`src/rtl/led_pkg.sv`:
```
// Shared definitions for the LED PWM fader: channel count, default
// parameters, the per-channel derived state and the MAX helper.
package led_pkg;

    localparam int N_LED        = 4;
    localparam int DEF_PWM_BITS = 8;
    localparam int DEF_PRESCALE = 25000;

    // Channel state is never stored; it is decoded from duty versus target.
    typedef enum logic [1:0] {
        CH_OFF,
        CH_RISE,
        CH_ON,
        CH_FALL
    } ch_state_e;

    // Full-scale duty value for a PWM counter of the given width.
    function automatic int pwm_max(input int bits);
        return (1 << bits) - 1;
    endfunction

endpackage

```
`src/rtl/led_pwm_fader_if.sv`:
```
// LED level/drive bundle between BLINK_LED-side logic and the fader.
interface led_pwm_fader_if;
    import led_pkg::*;

    logic [N_LED-1:0] LED_IN;
    logic             ENABLE;
    logic [N_LED-1:0] LED_OUT;
    logic             BUSY;

    modport master (output LED_IN, output ENABLE, input LED_OUT, input BUSY);
    modport slave  (input LED_IN, input ENABLE, output LED_OUT, output BUSY);

endinterface

```
`src/rtl/led_pwm_channel.sv`:
```
// One fader channel: duty register with saturating ramp toward the
// commanded level, plus the PWM compare that drives the LED pin.
module led_pwm_channel
    import led_pkg::*;
#(
    parameter int PWM_BITS = DEF_PWM_BITS
) (
    input  logic                FAB_CLK,
    input  logic                FAB_RST,
    input  logic                tick,
    input  logic                target_bit,
    input  logic                enable,
    input  logic [PWM_BITS-1:0] pwm_cnt,
    output logic                led_out,
    output logic                busy
);

    localparam logic [PWM_BITS-1:0] MAX = PWM_BITS'(pwm_max(PWM_BITS));

    logic [PWM_BITS-1:0] duty;
    logic [PWM_BITS-1:0] duty_nxt;
    logic [PWM_BITS-1:0] target;
    ch_state_e           state;

    assign target = target_bit ? MAX : '0;

    // Decode the channel state from duty versus target.
    always_comb begin
        state = CH_OFF;
        if (duty < target) begin
            state = CH_RISE;
        end else if (duty > target) begin
            state = CH_FALL;
        end else if (target_bit) begin
            state = CH_ON;
        end
    end

    // Next duty: follow target in bypass, otherwise one step per tick.
    // Target is always 0 or MAX, so stepping toward it can never wrap.
    always_comb begin
        // NOTE: default assigned first so every path drives duty_nxt and no latch is inferred.
        duty_nxt = duty;
        if (!enable) begin
            duty_nxt = target;
        end else if (tick) begin
            case (state)
                CH_RISE: duty_nxt = duty + 1'b1;
                CH_FALL: duty_nxt = duty - 1'b1;
                default: duty_nxt = duty;
            endcase
        end
    end

    assign busy = enable && ((state == CH_RISE) || (state == CH_FALL));

    // Duty register and registered LED drive (PWM compare or bypass level).
    always_ff @(posedge FAB_CLK or posedge FAB_RST) begin
        if (FAB_RST) begin
            duty    <= '0;
            led_out <= 1'b0;
        end else begin
            // NOTE: non-blocking so duty and led_out both sample the pre-edge duty.
            duty    <= duty_nxt;
            led_out <= enable ? (duty > pwm_cnt) : target_bit;
        end
    end

endmodule

```
`src/rtl/led_pwm_fader.sv`:
```
// Top of the LED PWM fader: input register, ramp prescaler, shared PWM
// counter, four fader channels and the registered BUSY summary.
module led_pwm_fader
    import led_pkg::*;
#(
    parameter int PWM_BITS = DEF_PWM_BITS,
    parameter int PRESCALE = DEF_PRESCALE
) (
    input logic            FAB_CLK,
    input logic            FAB_RST,
    led_pwm_fader_if.slave bus
);

    localparam int                  PRE_W    = $clog2(PRESCALE);
    localparam logic [PRE_W-1:0]    PRE_LAST = PRE_W'(PRESCALE - 1);
    localparam logic [PWM_BITS-1:0] PWM_LAST = PWM_BITS'(pwm_max(PWM_BITS) - 1);

    logic [N_LED-1:0]    led_in_r;
    logic [PRE_W-1:0]    pre_cnt;
    logic [PWM_BITS-1:0] pwm_cnt;
    logic                tick;
    logic [N_LED-1:0]    led_out_w;
    logic [N_LED-1:0]    ch_busy;
    logic                busy_r;

    assign tick = (pre_cnt == PRE_LAST);

    // Register the commanded levels; everything downstream uses led_in_r.
    always_ff @(posedge FAB_CLK or posedge FAB_RST) begin
        if (FAB_RST) begin
            led_in_r <= '0;
        end else begin
            led_in_r <= bus.LED_IN;
        end
    end

    // Ramp prescaler: one tick every PRESCALE cycles, runs in bypass too.
    always_ff @(posedge FAB_CLK or posedge FAB_RST) begin
        if (FAB_RST) begin
            pre_cnt <= '0;
        end else if (tick) begin
            pre_cnt <= '0;
        end else begin
            pre_cnt <= pre_cnt + 1'b1;
        end
    end

    // PWM counter 0..MAX-1 so duty MAX compares high on every cycle.
    always_ff @(posedge FAB_CLK or posedge FAB_RST) begin
        if (FAB_RST) begin
            pwm_cnt <= '0;
        end else if (pwm_cnt == PWM_LAST) begin
            pwm_cnt <= '0;
        end else begin
            pwm_cnt <= pwm_cnt + 1'b1;
        end
    end

    for (genvar i = 0; i < N_LED; i++) begin : g_ch
        led_pwm_channel #(
            .PWM_BITS (PWM_BITS)
        ) u_ch (
            .FAB_CLK    (FAB_CLK),
            .FAB_RST    (FAB_RST),
            .tick       (tick),
            .target_bit (led_in_r[i]),
            .enable     (bus.ENABLE),
            .pwm_cnt    (pwm_cnt),
            .led_out    (led_out_w[i]),
            .busy       (ch_busy[i])
        );
    end

    // BUSY is the registered OR of the channel busy bits.
    always_ff @(posedge FAB_CLK or posedge FAB_RST) begin
        if (FAB_RST) begin
            busy_r <= 1'b0;
        end else begin
            busy_r <= |ch_busy;
        end
    end

    assign bus.LED_OUT = led_out_w;
    assign bus.BUSY    = busy_r;

endmodule

```
`src/flat_wrapper.sv`:
```
// flat-port wrapper written by rule: the top's interface ports become plain ports
module led_pwm_fader_flat import led_pkg::*;
#(
    parameter int PWM_BITS = DEF_PWM_BITS,
    parameter int PRESCALE = DEF_PRESCALE
)
  (FAB_CLK, FAB_RST, bus_LED_IN, bus_ENABLE, bus_LED_OUT, bus_BUSY);
  led_pwm_fader_if bus_i ();
  input logic FAB_CLK;
  input logic FAB_RST;
  input wire logic [$bits(bus_i.LED_IN)-1:0] bus_LED_IN;
  input wire logic [$bits(bus_i.ENABLE)-1:0] bus_ENABLE;
  output wire logic [$bits(bus_i.LED_OUT)-1:0] bus_LED_OUT;
  output wire logic [$bits(bus_i.BUSY)-1:0] bus_BUSY;
  assign bus_i.LED_IN = bus_LED_IN;
  assign bus_i.ENABLE = bus_ENABLE;
  assign bus_LED_OUT = bus_i.LED_OUT;
  assign bus_BUSY = bus_i.BUSY;
  led_pwm_fader #(.PWM_BITS(PWM_BITS), .PRESCALE(PRESCALE)) u_core (.FAB_CLK(FAB_CLK), .FAB_RST(FAB_RST), .bus(bus_i));
endmodule
```
`config.mk`:
```
export PLATFORM = sky130hd
export DESIGN_NAME = led_pwm_fader_flat
export DESIGN_NICKNAME = d
export VERILOG_FILES = /design/src/rtl/led_pkg.sv /design/src/rtl/led_pwm_fader_if.sv /design/src/rtl/led_pwm_channel.sv /design/src/rtl/led_pwm_fader.sv /design/src/flat_wrapper.sv
export SDC_FILE = /design/constraint.sdc
export NUM_CORES = 1
export LEC_CHECK = 0
export ABC_AREA = 1
export BUFFER_PORTS_ARGS = -buffer_cell sky130_fd_sc_hd__buf_2
export CORE_AREA = 2 2 121 123
export DETAILED_ROUTE_END_ITERATION = 8
export DIE_AREA = 0 0 123 125
export MAX_ROUTING_LAYER = met4
export PLACE_DENSITY = 0.66
export SYNTH_ARGS = -nofsm -noshare
export SYNTH_HDL_FRONTEND = slang
export SYNTH_SLANG_ARGS = --single-unit
```
`constraint.sdc`:
```
create_clock -name FAB_CLK -period 2.9 [get_ports FAB_CLK]
set_input_delay 0.145 -clock FAB_CLK [delete_from_list [all_inputs] [get_ports FAB_CLK]]
set_output_delay 0.145 -clock FAB_CLK [all_outputs]
set_load 0.005 [all_outputs]
```
==> impl_metrics.env, run 1 <==
export IMPL_r2r_setup_slack_ns=0.24
export IMPL_synth_avg_cell_area_um2=7.80
export IMPL_area_growth_pct=14.4
export IMPL_firstDrtPassIters=4
export IMPL_insertedDiodeCount=0
export IMPL_syn_area_um2=5570
export IMPL_dieArea_um2=15400
export IMPL_ys_top_cells_by_area="dfrtp_1 (29%), ha_1 (20%), nand2_1 (9.0%)"
export IMPL_num_vias=4657
export IMPL_initial_core_util_pct=39.2
export IMPL_dpl_hpwl_mm=9.29
export IMPL_slew_limit_headroom_pct=49.4
export IMPL_end_kind="flop"
export IMPL_p_sw_share_pct=41.5
export IMPL_drc=0
export IMPL_min_path_type="input pin to flop"
export IMPL_seq_power_share_pct=24.8
export IMPL_ioPinCount=12
export IMPL_r2r_end="u_core.g_ch[2].u_ch.duty[6]$_DFFE_PP0P_"
export IMPL_startpoint_type="flop"
export IMPL_cts_max_level=3
export IMPL_p_clk_share_pct=22.8
export IMPL_fin_crit_sh_pct=91.9
export IMPL_fin_area_um2=6370
export IMPL_fin_nets=855
export IMPL_ir_drop_mv=0.607
export IMPL_fillers=1403
export IMPL_routabilityCongestion=0.842
export IMPL_port_buffers=11
export IMPL_crit_cells=16
export IMPL_worstSetupEndpoint="u_core.g_ch[2].u_ch.duty[6]$_DFFE_PP0P_"
export IMPL_postRouteAntennaNets=0
export IMPL_drive_above_1_share_pct=14.9
export IMPL_cp_max_fo=8
export IMPL_p_leak_nw=3.28
export IMPL_wl_per_cell_um=12.8
export IMPL_total_power_w=0.00483
export IMPL_grt_start_max_net_pins=37
export IMPL_hold_viol=0
export IMPL_core_area_um2=14200
export IMPL_via_per_inst=4.94
export IMPL_first_global_vias=4407
export IMPL_cts_tree="done"
export IMPL_track_usage_pct=17.4
export IMPL_whs_ns=0.189
export IMPL_ys_seq_elements=64
export IMPL_ys_warn_count=0
export IMPL_internal_power_w=0.00282
export IMPL_max_freq_ghz=0.375
export IMPL_syn_inst=714
export IMPL_hold_depth=3
export IMPL_slew_violations=0
export IMPL_grt_setup_unrepaired="true"
export IMPL_setup_slack_ns=0.236
export IMPL_synth_edf_count=0
export IMPL_setup_worst_path_start="u_core.led_in_r[2]$_DFF_PP0_"
export IMPL_worst_path_max_delay_cell="dfrtp_1"
export IMPL_synth_top_flop_cell="dfrtp_1"
export IMPL_reg2regPathDepth=16
export IMPL_die_width_um=123
export IMPL_async_reset_ff_share_pct=100
export IMPL_synthTopCellsByCount="nand2_1 (134), inv_1 (96), ha_1 (91)"
export IMPL_status="finished clean"
export IMPL_clockBufferDepth=2
export IMPL_critPathKind="flop to flop"
export IMPL_critPathArrivalTime_ns=2.89
export IMPL_seq_area_frac_synth_pct=28.8
export IMPL_ys_types=43
export IMPL_pwr_density_cell_nw_per_um2=758
export IMPL_gr_total_overflow=0
export IMPL_critPathMaxStageDelay_ns=0.38
export IMPL_r2r_start="u_core.led_in_r[2]$_DFF_PP0_"
export IMPL_path_clk_slew_ns=0.05
export IMPL_dpl_worst_slack_ns=-0.0151
export IMPL_setup_viol=0
export IMPL_switchingPower_w=0.00200
export IMPL_rows=44
export IMPL_place_area_um2=5930
export IMPL_drt_initial_drc_count=288
export IMPL_wirelength_mm=12.1
export IMPL_cpMostUsedCell="nand2_1"
export IMPL_numCtsBuffers=9
export IMPL_fin_worst_skew_ns=0.00522
export IMPL_synth_top_cell_area_share_pct=28.8
export IMPL_power_frac_comb_pct=52.4
export IMPL_grt_pass1_wl_mm=20.9
export IMPL_crit_path_cell_trace="inv_4, ha_1, a21oi_1, nor2_1, nor3_1, nand2_1, nand2_2, inv_2, ha_1, nand2_1, or2_2, nand3_1, xor2_1, o21ai_0, nand2_1, nand2_1"
export IMPL_fin_crit_ns=2.66
export IMPL_tightest_slew_ns=0.758
export IMPL_root_buffer="clkbuf_16"
export IMPL_cts_sinks=64
export IMPL_die_y_um=125
export IMPL_clk_latency_ns=0.33
export IMPL_synth_most_common_cell="nand2_1"
export IMPL_cp_num_buf_inv=2
export IMPL_timing_max_cap_violations=0
export IMPL_crit_family="simple AND/OR/NAND/NOR gates"
export IMPL_antenna_found_initial=0
export IMPL_yosys_area_top_type="dfrtp_1"
export IMPL_cp_required_ns=3.12
export IMPL_syn_num_nets=816
==> registers in the layout (all words and copies together), names as in the netlist <==
signal	flops
u_core.g_ch.u_ch.duty	32
u_core.pre_cnt	15
u_core.pwm_cnt	8
u_core.g_ch.u_ch.led_out	4
u_core.led_in_r	4
u_core.bus.BUSY	1
==> worst min-delay path by stage <==
| stage | start | to |
|---|---|---|
| 2_1_floorplan | bus_LED_IN[0] | u_core.led_in_r[0]$_DFF_PP0_ |
| 3_3_place_gp | bus_LED_IN[0] | u_core.led_in_r[0]$_DFF_PP0_ |
| 3_5_place_dp | bus_LED_IN[2] | u_core.led_in_r[2]$_DFF_PP0_ |
| 4_1_cts | bus_ENABLE | u_core.g_ch[3].u_ch.duty[2]$_DFFE_PP0P_ |
| 5_1_grt | bus_ENABLE | u_core.g_ch[3].u_ch.duty[2]$_DFFE_PP0P_ |
| 6_report | bus_ENABLE | u_core.g_ch[3].u_ch.duty[2]$_DFFE_PP0P_ |
==> power by group through the flow <==
stage / Sequential (W) / Combinational (W) / Clock [W]
finish: 0.00119 / 0.00253 / 0.00110
global route: 0.00121 / 0.00298 / 0.00116
CTS: 0.00119 / 0.00245 / 0.00112
detailed placement: 0.00120 / 0.00243 / 0
global placement: 0.00121 / 0.00238 / 0
floorplan: 0.00115 / 0.00189 / 0
==> cell usage in the layout (no fill, tap or decap), types with 6 or more instances in the layout <==
master       n
nand4_1     13
o21ai_0     42
nor3_1       9
nor2_2       9
buf_2       11
a21oi_1     68
inv_2       12
nand3_1     43
ha_1        85
clkbuf_16    9
dfrtp_1     64
a21oi_2     13
nor2_1      48
xor2_1      12
nand2_1    132
inv_1       87
a21o_1       6
buf_4       20
==> per-layer routing <==
metal / vias to the layer above / wire length, um / GRT usage, %
li1: 2480 / - / -
met1: 2127 / 6100 / 23.2
met2: 39 / 5600 / 27.6
met3: 11 / 294 / 3.06
met4: 0 / 106 / 4.08
met5: - / 0 / -
==> cell families (layout without fill, tap and decap cells) <==
group | after synthesis | after routing | synth area share, %
adder cells (fa/ha/maj) | 95 | 95 | 21.9
AND/OR/NAND/NOR | 282 | 282 | 23.5
AO/OA/AOI/OAI | 146 | 146 | 15.2
flip-flops | 64 | 64 | 28.8
XOR/XNOR | 16 | 16 | 2.52
buffers and inverters | 111 | 155 | 8.11
==> worst reg2reg max path, delay by kind of cell, from the launching register on <==
kind	cells	cell delay, ns
AND/OR/NAND/NOR	9	0.97
XOR/XNOR	1	0.16
adder cells (fa/ha/maj)	2	0.61
AO/OA/AOI/OAI	2	0.25
buffers and inverters	2	0.18
flip-flops	1	0.38
==> repair_timing <==
item | in CTS | in global routing
hold endpoints to repair | 38 | 0
pin swaps | 0 | 1
endpoints found under the setup margin | 2 | 15
hold buffers | 5 | 0
buffers inserted | 0 | 3
gates resized for setup | 2 | 22
==> per-stage QoR <==
step	std cells	TNS, ns	util, %
2_1_floorplan	714	0	-
3_3_place_gp	918	0	41.7
3_5_place_dp	918	-0.0151	41.7
4_1_cts	939	0	44.2
5_1_grt	942	-0.0435	44.8
6_report	942	0	44.8
==> cell type report <==
cell class                      count  area [um2]  area share [%]
Timing Repair Buffer               36         255            4.01
Clock buffer                       13         260            4.09
Tap cell                          184         230            3.62
Multi-Input combinational cell    539        3580            56.2
Inverter                          103         402            6.31
Clock inverter                      3        40.0           0.629
Sequential cell                    64        1600            25.2
(Power assumes the default switching activity.)
==> inputs of run 2 (changes only) <==
- CORE_AREA: 2 2 121 123 -> 5 5 128 130
- DIE_AREA: 0 0 123 125 -> 0 0 133 135
- PLACE_DENSITY: 0.66 -> 0.65
- SYNTH_HIERARCHICAL: not set -> 1
==> run 2 against run 1 <==
Net effect:
- synthesized cell count increased by 8.4%
- sequential share of layout area down 2.9 points
- critical path depth increased by 2
- cell count grew 9.7%
- die area up 17%
- hold slack better by 0.11 ns
- clock skew rose by 0.0030 ns
- register-to-register slack worse by 0.17 ns
- via count rose by 12%
- clock power is 7% lower
- setup slack worse by 0.17 ns
==> impl_metrics.env, run 2 <==
export IMPL_synth_top_flop_cell="dfrtp_1"
export IMPL_area_growth_pct=22.0
export IMPL_first_global_vias=4998
export IMPL_drt_initial_drc_count=317
export IMPL_port_buffers=11
export IMPL_grt_util_met3_pct=2.61
export IMPL_critPathKind="flop to flop"
export IMPL_fin_nets=943
export IMPL_synth_edf_count=0
export IMPL_syn_area_um2=5890
export IMPL_dpl_hpwl_mm=10.4
export IMPL_ys_seq_elements=64
export IMPL_path_clk_slew_ns=0.06
export IMPL_fin_worst_skew_ns=0.00823
export IMPL_ir_drop_mv=0.473
export IMPL_synth_top_cell_area_share_pct=27.2
export IMPL_timing_max_cap_violations=0
export IMPL_grt_setup_unrepaired="true"
export IMPL_insertedDiodeCount=0
export IMPL_grt_met1_usage_pct=20.8
export IMPL_grt_pass1_wl_mm=23.5
export IMPL_cts_max_level=3
export IMPL_wl_per_cell_um=13.7
export IMPL_fin_crit_sh_pct=97.9
export IMPL_gr_total_overflow=0
export IMPL_die_width_um=133
export IMPL_ioPinCount=12
export IMPL_startpoint_type="flop"
export IMPL_crit_path_cell_trace="clkinvlp_4, buf_4, ha_4, nand2_1, clkinv_2, nand2_1, nand2_1, nand2_2, nand2_4, nand2_4, clkinvlp_4, ha_4, a21oi_2, or2_1, nand3_2, or2_2, nand3_1, a21oi_1"
export IMPL_use_met2_pct=26.9
export IMPL_cpMostUsedCell="nand2_1"
export IMPL_numCtsBuffers=9
export IMPL_total_power_w=0.00780
export IMPL_drc=0
export IMPL_routabilityCongestion=0.883
export IMPL_cts_sinks=64
export IMPL_reg_top3="u_core/g_ch.u_ch/duty (32), u_core/pre_cnt (15), u_core/pwm_cnt (8)"
export IMPL_top_register="u_core/g_ch.u_ch/duty"
export IMPL_end_kind="flop"
export IMPL_wirelength_mm=14.1
export IMPL_setup_slack_ns=0.0622
export IMPL_seq_area_um2=1600
export IMPL_r2r_setup_slack_ns=0.06
export IMPL_seq_area_frac_synth_pct=27.2
export IMPL_worst_path_max_delay_cell="dfrtp_1"
export IMPL_busiest_layer="met2"
export IMPL_root_buffer="clkbuf_16"
export IMPL_cp_required_ns=3.11
export IMPL_track_usage_pct=16.6
export IMPL_dpl_worst_slack_ns=0.0214
export IMPL_clockBufferDepth=2
export IMPL_ys_top_cells_by_area="dfrtp_1 (27%), ha_1 (19%), nand2_1 (8.0%)"
export IMPL_critPathArrivalTime_ns=3.05
export IMPL_clk_latency_ns=0.34
export IMPL_grt_start_max_net_pins=27
export IMPL_cp_max_fo=6
export IMPL_synth_avg_cell_area_um2=7.62
export IMPL_fillers=1415
export IMPL_yosys_area_top_type="dfrtp_1"
export IMPL_postRouteAntennaNets=0
export IMPL_max_freq_ghz=0.352
export IMPL_num_vias=5213
export IMPL_syn_num_nets=876
export IMPL_synth_most_common_cell="nand2_1"
export IMPL_final_cell_mix="nand2_1 (125), inv_1 (95), ha_1 (70)"
export IMPL_async_reset_ff_share_pct=100
export IMPL_slew_limit_headroom_pct=64.0
export IMPL_ys_types=34
export IMPL_rows=45
export IMPL_dieArea_um2=18000
export IMPL_antenna_found_initial=0
export IMPL_via_per_inst=5.05
export IMPL_setup_viol=0
export IMPL_setup_tns_ns=0
export IMPL_fin_crit_ns=2.84
export IMPL_status="finished clean"
export IMPL_place_area_um2=6390
export IMPL_critPathMaxStageDelay_ns=0.39
export IMPL_multi_input_area_um2=4130
export IMPL_fin_area_um2=7190
export IMPL_die_y_um=135
export IMPL_largest_reg_flops=32
export IMPL_core_area_um2=15000
export IMPL_slew_violations=0
export IMPL_hold_viol=0
export IMPL_initial_core_util_pct=39.2
export IMPL_drive_above_1_share_pct=22.8
export IMPL_firstDrtPassIters=5
export IMPL_synthTopCellsByCount="nand2_1 (126), inv_1 (103), ha_1 (91)"
export IMPL_pwr_density_cell_nw_per_um2=1080
export IMPL_syn_inst=774
export IMPL_tightest_slew_ns=0.540
export IMPL_ys_warn_count=6
export IMPL_cts_tree="done"
export IMPL_min_path_type="input pin to async pin"
export IMPL_p_leak_nw=3.55
export IMPL_layout_commonest_cell="nand2_1"
## run 2: cell types whose count changed in the layout (fill, tap and decap cells not counted), moves of 9 or more
cell and delta:
buf_4 +21, ha_1 -15, ha_4 +18, nand2_2 +11, nand2_4 +9, nand3_1 +19
nor2_1 +21, o21ai_0 -29, or2_2 +11
## run 2: worst paths after layout
path	endpoint	start	depth (start not counted)
worst max-delay path	u_core/g_ch[1].u_ch/duty[5]$_DFFE_PP0P_	u_core/led_in_r[1]$_DFF_PP0_	18
worst min-delay path	u_core/pwm_cnt[4]$_DFF_PP0_	FAB_RST	3
worst max register to register	u_core/g_ch[1].u_ch/duty[5]$_DFFE_PP0P_	u_core/led_in_r[1]$_DFF_PP0_	18
worst min register to register	u_core/pre_cnt[0]$_DFF_PP0_	u_core/pre_cnt[0]$_DFF_PP0_	1
max in group asynchronous	u_core/pre_cnt[12]$_DFF_PP0_	FAB_RST	4
min in group FAB_CLK	u_core/g_ch[2].u_ch/duty[0]$_DFFE_PP0P_	bus_ENABLE	3
## run 2: cell families (layout without fill, tap and decap cells)
| group | count (synthesis) | in the layout | synth area share, % |
|---|---|---|---|
| simple gates | 350 | 350 | 29.8 |
| compound gates | 129 | 129 | 12.7 |
| buf+inv | 126 | 197 | 8.17 |
| fa+ha+maj | 95 | 95 | 20.7 |
| flops | 64 | 64 | 27.2 |
| xor+xnor | 10 | 10 | 1.49 |
## run 2: what timing repair did
action                                 in CTS  in global routing
setup buffers                               0                 14
endpoints found under the hold margin      42                  0
setup endpoints to repair                   0                 20
resized for setup                           0                 49
hold buffers                                5                  0
## run 2: worst max-delay path, delay by kind of cell, from the launching register on
| family | cells | cell delay, ns |
|---|---|---|
| AOI/OAI and AO/OA | 2 | 0.23 |
| DFF | 1 | 0.39 |
| and+or+nand+nor | 10 | 0.98 |
| adders and majority gates | 2 | 0.53 |
| buffers and inverters | 4 | 0.55 |
## run 2: stage by stage
stage	hold slack, ns	cells	util [%]
5_1_grt	0.322	1033	47.8
4_1_cts	0.281	1019	44.7
3_5_place_dp	0.104	999	42.5
6_report	0.298	1033	47.8
2_1_floorplan	-0.0271	774	-
3_3_place_gp	0.0984	999	42.5
## run 2: layer usage
layer / wire length, um / share of wire [%] / up-vias
met5: 0 / 0 / -
met4: 237 / 1.7 / 0
met2: 6770 / 48 / 78
met3: 393 / 2.8 / 14
li1: - / - / 2714
met1: 6710 / 48 / 2407
## run 2: cell type report
type / instances / area share (%)
Sequential cell: 64 / 22.3
Clock inverter: 4 / 0.278
Multi-Input combinational cell: 584 / 57.4
Tap cell: 188 / 3.27
Clock buffer: 11 / 3.51
Timing Repair Buffer: 60 / 6.46
Inverter: 122 / 6.80
## run 2: report_power, final
| part | switching, W | internal (W) |
|---|---|---|
| Sequential | 0.000299 | 0.00111 |
| Clock | 0.000408 | 0.000614 |
| Combinational | 0.00287 | 0.00250 |
| Total | 0.00358 | 0.00422 |
